--- config.mk ---
export PLATFORM = sky130hd
export DESIGN_NAME = rx_frame_ctrl
export DESIGN_NICKNAME = d
export VERILOG_FILES = /design/src/rtl/rx_frame_ctrl.sv
export SDC_FILE = /design/constraint.sdc
export NUM_CORES = 1
export LEC_CHECK = 0
export ABC_AREA = 1
export ABC_CLOCK_PERIOD_IN_PS = 1800
export CORE_UTILIZATION = 50
export CTS_CLUSTER_DIAMETER = 50
export DETAILED_ROUTE_END_ITERATION = 8
export DONT_BUFFER_PORTS = 1
export PLACE_DENSITY_LB_ADDON = 0.15
export SYNTH_ARGS = -nofsm -noshare
export SYNTH_HDL_FRONTEND = slang
export SYNTH_SLANG_ARGS = --single-unit
--- constraint.sdc ---
create_clock -name Clk -period 1.8 [get_ports Clk]
set_input_delay 0.36 -clock Clk [delete_from_list [all_inputs] [get_ports Clk]]
set_output_delay 0.36 -clock Clk [all_outputs]
set_load 0.03 [all_outputs]
--- src/rtl/rx_frame_ctrl.sv ---
// rx_frame_ctrl
//   HDLC receive framer. Finds flags and aborts on the serial line, removes
//   stuffed zeros from the payload, assembles bytes LSB first and reports
//   frame boundaries, size, overflow and framing errors.
//
// Ports
//   Clk            in   single clock, rising edge
//   Rst            in   asynchronous active-high reset
//   RxEN           in   receiver enable; low forces HUNT and mutes pulses
//   Rx             in   serial line, one bit per clock, LSB of each byte first
//   Rx_FlagDetect  out  pulse per flag, two edges after the flag's last bit
//   Rx_AbortSignal out  pulse when an abort ends an open frame
//   Rx_ValidFrame  out  high while payload of a frame is being received
//   Rx_Data        out  assembled payload byte, valid with Rx_WrBuff
//   Rx_WrBuff      out  write strobe per payload byte
//   Rx_EoF         out  pulse at end of frame (closing flag or abort)
//   Rx_FrameSize   out  bytes written in the last frame, updated with Rx_EoF
//   Rx_Overflow    out  frame exceeded MAX_BYTES; cleared by next opening flag
//   Rx_FrameError  out  frame ended off a byte boundary or by abort
module rx_frame_ctrl #(
    parameter int unsigned MAX_BYTES = 128
) (
    input  logic       Clk,
    input  logic       Rst,
    input  logic       RxEN,
    input  logic       Rx,
    output logic       Rx_FlagDetect,
    output logic       Rx_AbortSignal,
    output logic       Rx_ValidFrame,
    output logic [7:0] Rx_Data,
    output logic       Rx_WrBuff,
    output logic       Rx_EoF,
    output logic [7:0] Rx_FrameSize,
    output logic       Rx_Overflow,
    output logic       Rx_FrameError
);

    localparam logic [7:0] MAX_B = 8'(MAX_BYTES);

    typedef enum logic [1:0] {
        HUNT,
        OPEN,
        RECV
    } state_t;

    state_t     state;
    logic [7:0] line_sr;    // last 8 line bits, oldest in bit 0
    logic [3:0] ones_line;  // consecutive ones on the raw line, saturating
    logic       flag_d;
    logic [2:0] skip_cnt;
    logic [2:0] ones_run;
    logic [2:0] bit_cnt;
    logic [7:0] byte_sr;
    logic [7:0] byte_cnt;

    logic       flag_match;
    logic       abort_match;
    logic       idle;
    logic       pay_bit;
    logic       stuffed;
    logic [7:0] byte_next;

    // Line patterns read oldest-first from bit 0: flag 0,1,1,1,1,1,1,0 and
    // abort 0 followed by seven 1s.
    assign flag_match  = (line_sr == 8'h7E);
    assign abort_match = (line_sr == 8'hFE);
    assign idle        = (ones_line == 4'd15);

    // Payload is consumed from the oldest shift-register bit, 8 cycles behind
    // the line. A flag or abort containing that bit is therefore always
    // already matched, so flag/abort bits can be kept out of the assembler.
    assign pay_bit   = line_sr[0];
    assign stuffed   = (ones_run == 3'd5) && !pay_bit;
    assign byte_next = {pay_bit, byte_sr[7:1]};

    assign Rx_ValidFrame = (state == RECV);

    always_ff @(posedge Clk or posedge Rst) begin
        if (Rst) begin
            state          <= HUNT;
            line_sr        <= '1;
            ones_line      <= '0;
            flag_d         <= 1'b0;
            skip_cnt       <= '0;
            ones_run       <= '0;
            bit_cnt        <= '0;
            byte_sr        <= '0;
            byte_cnt       <= '0;
            Rx_FlagDetect  <= 1'b0;
            Rx_AbortSignal <= 1'b0;
            Rx_Data        <= '0;
            Rx_WrBuff      <= 1'b0;
            Rx_EoF         <= 1'b0;
            Rx_FrameSize   <= '0;
            Rx_Overflow    <= 1'b0;
            Rx_FrameError  <= 1'b0;
        end else begin
            line_sr        <= {Rx, line_sr[7:1]};
            ones_line      <= Rx ? ((ones_line == 4'd15) ? 4'd15 : ones_line + 4'd1) : '0;
            flag_d         <= RxEN & flag_match;
            Rx_FlagDetect  <= RxEN & flag_d;
            Rx_AbortSignal <= 1'b0;
            Rx_WrBuff      <= 1'b0;
            Rx_EoF         <= 1'b0;

            if (!RxEN) begin
                state    <= HUNT;
                skip_cnt <= '0;
                ones_run <= '0;
                bit_cnt  <= '0;
                byte_cnt <= '0;
            end else if (flag_match) begin
                if (state == RECV) begin
                    Rx_EoF        <= 1'b1;
                    Rx_FrameSize  <= byte_cnt;
                    Rx_FrameError <= (bit_cnt != 3'd0);
                end else begin
                    Rx_Overflow   <= 1'b0;
                    Rx_FrameError <= 1'b0;
                end
                state    <= OPEN;
                // remaining seven flag bits still have to drain past the tap
                skip_cnt <= 3'd7;
                ones_run <= '0;
                bit_cnt  <= '0;
                byte_cnt <= '0;
            end else if (abort_match || idle) begin
                if (abort_match && (state == RECV)) begin
                    Rx_AbortSignal <= 1'b1;
                    Rx_EoF         <= 1'b1;
                    Rx_FrameSize   <= byte_cnt;
                    Rx_FrameError  <= 1'b1;
                end
                state    <= HUNT;
                skip_cnt <= '0;
                ones_run <= '0;
                bit_cnt  <= '0;
                byte_cnt <= '0;
            end else if (state != HUNT) begin
                if (skip_cnt != 3'd0) begin
                    skip_cnt <= skip_cnt - 3'd1;
                end else if (stuffed) begin
                    ones_run <= '0;
                end else begin
                    state    <= RECV;
                    ones_run <= pay_bit ? ((ones_run == 3'd7) ? 3'd7 : ones_run + 3'd1) : '0;
                    byte_sr  <= byte_next;
                    bit_cnt  <= bit_cnt + 3'd1;
                    if (bit_cnt == 3'd7) begin
                        if (byte_cnt < MAX_B) begin
                            Rx_WrBuff <= 1'b1;
                            Rx_Data   <= byte_next;
                            byte_cnt  <= byte_cnt + 8'd1;
                        end else begin
                            Rx_Overflow <= 1'b1;
                        end
                    end
                end
            end
        end
    end

endmodule

; ---- Word level (Yosys, flattened, before mapping)
; Index checks and enable logic that the tools add are counted.
[word_totals]
reg_bits = 62
wordCells = 134
in_bits = 4
[classes]
n_reduce_logical = 20
n_eq_ne = 19
bitwise_logic = 6
order_cmp = 1
n_addsub = 5
n_mux = 66
[ops]
columns = operator, n
row1 = 8-bit two-way mux, 12
row2 = 3-bit two-way mux, 19
row3 = 1-bit two-way mux, 27
row4 = "4-bit by 1-bit != test with 1-bit output, second input constant", 4
row5 = 8-bit AND reduction, 2
row6 = 2-bit two-way mux, 6
row7 = "2-bit != test, second input constant", 6
row8 = 2-bit nonzero test, 5
row9 = "3-bit == test, second input constant", 3
row10 = "8-bit by 1-bit adder with 8-bit output, second input constant", 1
row11 = "8-bit by 7-bit == test with 1-bit output, second input constant", 1
row12 = "8-bit == test, second input constant", 1
row13 = "8-bit less-than comparator, second input constant", 1
row14 = 4-bit two-way mux, 2
row15 = "3-bit by 1-bit adder with 3-bit output, second input constant", 2
row16 = 3-bit AND reduction, 2
row17 = 6-bit AND reduction, 1
row18 = 3-bit nonzero test, 2
row19 = 5-bit AND reduction, 1
row20 = "4-bit by 1-bit adder with 4-bit output, second input constant", 1
row21 = "4-bit == test, second input constant", 1
row22 = "4-bit by 3-bit != test with 1-bit output, second input constant", 1
row23 = "4-bit != test, second input constant", 1
row24 = 1-bit inverter, 4
row25 = other kinds (8), 11

; ---- Depth between registers and ports, before layout
[depth]
depth_word = 9
mapped_depth = 10
ltp_nobuf = 10

; ---- Worst setup path after synthesis
; Ideal clock, no wire load.
[synth_timing]
kind = register -> register
start = reg ones_line[0]
end = reg byte_sr[7]
path_stages_with_launch = 11
required_ns = 1.677
setup_time_ns = 0.123
setup_slack_ns = 0.338
arrival_ns = 1.340
n_path_buf = 1
cell_sequence = dfrtp_1 > ha_1 > nand3_1 > nand2_1 > inv_2 > nand2_4 > inv_2 > nand2_2 > buf_4 > nand2_1 > o21ai_1
[synth_between]
elab_chain_len = 4
[synth_lines]
columns = item, line
row1 = start: declaration, 48  ; logic [3:0] ones_line;
row2 = start signal: assignment, 99  ; ones_line <= Rx ? ((ones_line == 4'd15) ? 4'd15 : ones_line + 4'd1) : '0;
row3 = 4-bit == test, 67  ; assign idle = (ones_line == 4'd15);
row4 = 1-bit logical OR, 127  ; end else if (abort_match || idle) begin
row5 = 1-bit inverter (no source line), n/a
row6 = 6-bit AND reduction (no source line), n/a
row7 = end signal: assignment, 147  ; byte_sr <= byte_next;
row8 = end: declaration, 53  ; logic [7:0] byte_sr;
; Every way passes these cells.
; A chain may end at the register's enable or synchronous reset.

; ---- Worst setup path after layout
[layout_timing]
start = reg ones_line[0]
end = reg Rx_Data[7]
[layout_between]
elab_chain_len = 4
[layout_lines]
columns = item, line
row1 = 4-bit == test, 67
row2 = 1-bit logical OR, 127
row3 = 1-bit inverter (no source line), n/a
row4 = 8-bit AND reduction (no source line), n/a
row5 = end signal: assignment, 152  ; Rx_Data <= byte_next;
row6 = end: declaration, 30  ; output logic [7:0] Rx_Data,
; Every way passes these cells.

==> run metrics <==
status finished, final reports clean; Post-Syn Area 2758 sq um; Arrival @ worst endpoint approximately 1.9 ns; syn nets 304; Clk pin slew, worst setup/hold paths 0.07 ns; CTS tree done; largest net degree at the start of global routing between 60 and 70; Avg WL per Cell between 10 and 15 um; clk sinks between 60 and 70; Final setup viols 0; register area share after synthesis 0.5572; #FFs+latches synth between 60 and 70; multi-input logic area between 1000 and 1500 sq um; mux cell area share after synthesis 0; Initial Utilization 0.5298; xor/xnor cell area share of the yosys netlist 0.01588; Routed Antenna Nets 0; Post-route DRC 0; Max-Slew Margin vs Limit 0.7781; met2 wire length about 2.2 mm; Std-Cell Rows 26; clock root buffer clkbuf_8; total congestion overflow 0; Area Growth Syn to Fin 12.07%; Min Hold Slack around 0.12 ns; Slew @ Worst Pin ~0.33 ns; clk_lat worst skew 0.34 ns; clk buf depth 2; period utilization 0.9142; worst setup path category register to register; post-synthesis simple-gate area fraction 0.2142; WL final 4.977 mm; most frequent cells in the layout 67 x nand2_1, 53 x dfrtp_1, 42 x inv_1; layout cell share with drive strength beyond 1 0.1736; Die X about 76 um; Antenna Cells 0; # fillers approximately 460; Synth Area in Adders 0.04083; vias in the first global route ~1.9k; M1 wire length roughly 2.4 mm; largest family of logic cells by synthesized area simple AND/OR/NAND/NOR gates; highest metal used met4; Req. time, crit path between 2 and 2.5 ns; CTS H-Tree Depth 3; Min Clock Period, post-route between 1.5 and 2 ns; TritonRoute pass-1 iters 4; Final #Nets 319; Mapped Avg Cell Area between 9 and 10 sq um; Yosys warning count 0; Initial DRC Count between 100 and 150; number of clock buffers inserted by TritonCTS 9; PwrDens just over 900 nW/um^2; DPL Wire Length about 3.4 mm; library cells used by synthesis 31; initial antenna violation count 0; critical path startpoint category register; leak pwr between 1.5 and 2 nW; number of buffers added on ports 0; unrepaired setup endpoints after global routing false; Fin Setup TNS 0 ns; Die Area between 5000 and 6000 sq um; element type at the critical path end register; commonest non-fill, non-tap cell in the layout nand2_1; Max Cap Violations 0; Post-Syn Instances around 290; CP Max Fanout 8; flip-flop and latch area around 1500 sq um; Setup Skew 0.007611 ns; final hold viol count 0; GPL Wtd Cong 0.8039; Max IR drop VDD between 0.4 and 0.5 mV; Core ar. about 5200 sq um; metal3 WL 283 um; fmax between 600 and 700 MHz; worst hold path class primary input to register; max-slew violation count 0; die height ~76 um; routed vias 1,887; io pins 27; global-route wire length before repair approximately 8.8 mm; Total Routing Usage GR 0.2005; drt via density roughly 5; post-synthesis compound-gate area fraction 0.08984
[metal layers]
metal,GRT usage,vias to the layer above
li1,-,952
met1,0.2726,890
met2,0.2793,37
met3,0.09222,8
met4,0.07500,0
met5,0,-
[final timing paths]
kind	startpoint	to	slack, ns	depth (start not counted)
setup / recovery	ones_line[0]	Rx_Data[7]	0.15	8
hold / removal	RxEN	Rx_FlagDetect	0.12	2
setup reg to reg	ones_line[0]	Rx_Data[7]	0.15	8
hold reg to reg	line_sr[5]	line_sr[4]	0.37	0
max in group asynchronous	Rst	line_sr[1]	0.94	3
min in group asynchronous	Rst	ones_line[1]	0.57	3
[final cells by class]
cell class,instances,area share
well taps,70,0.02834
inverters,46,0.05789
flip-flops and latches,61,0.4972
clock buffers,13,0.05789
multi-input cells,180,0.3279
repair buffers,8,0.02510
clock inverters,3,0.005668
[logic make-up (layout without fill, tap and decap cells)]
logic type | count (synthesis) | count (layout)
adders and majority gates | 9 | 9
xor gates and xnor gates | 5 | 5
AOI/OAI and AO/OA | 43 | 43
and+or+nand+nor | 121 | 123
buffers and inverters | 52 | 70
DFF | 61 | 61
[synthesized netlist by cell type]
cell type	number	area, sq um
nand3_1	16	80.08
nand2_4	1	11.26
nand3_2	1	10.01
nor3_4	1	16.27
nand4_1	5	31.28
buf_6	3	33.78
buf_2	1	5.000
a211oi_1	1	7.510
or2_2	1	6.260
buf_4	2	15.01
nor2_1	16	60.06
nor2_2	1	6.260
xor2_1	3	26.28
o211ai_1	1	7.510
a21oi_1	12	60.06
nor3_1	4	20.02
ha_1	9	112.6
o21ai_2	3	26.28
inv_2	3	11.26
a21oi_2	1	8.760
o21ai_0	16	80.08
nand3_4	2	35.03
inv_1	43	161.4
nand2_2	1	6.260
dfstp_2	8	210.2
o21a_1	5	37.54
nor2_4	5	56.30
dfrtp_1	53	1326
nand2_1	67	251.5
xnor2_1	2	17.52
o21ai_1	4	20.02
[metrics by stage]
step	instances	worst slack [ns]	instance area, sq um	utilization	power [mW]
6_report	381	0.1544	3090	0.5938	2.808
5_1_grt	381	0.003486	3090	0.5938	2.941
4_1_cts	378	0.07794	3062	0.5882	2.851
2_1_floorplan	291	0.3378	2761	-	1.625
3_5_place_dp	360	0.1212	2845	0.5466	1.670
3_3_place_gp	360	0.1767	2845	0.5466	1.662
[worst max-delay path, cell delays in order (launching register included)]
cell and delay [ns]:
dfrtp_1 0.40, ha_1 0.23, nand3_1 0.12, nand2_1 0.07, inv_2 0.09, nand2_4 0.10
buf_4 0.19, nor2_2 0.23, a21oi_1 0.11
[report_power, final]
group          internal, mW  switching [mW]
clock network         0.645           0.516
logic                0.0602           0.111
registers              1.42          0.0532
[what timing repair did]
item / in CTS / in global routing
setup buffers: 0 / 1
endpoints found under the setup margin: 0 / 17
hold endpoints to repair: 54 / 0
resized for setup: 0 / 2
hold buffers: 2 / 0
[state kept, by name, indices dropped and copies added, names as in the netlist, 2 cells and up]
signal / count
Rx_FrameSize: 8
bit_cnt: 3
ones_run: 3
state: 2
Rx_Data: 8
byte_sr: 7
skip_cnt: 3
line_sr: 8
byte_cnt: 8
ones_line: 4
(Power assumes the default switching activity.)
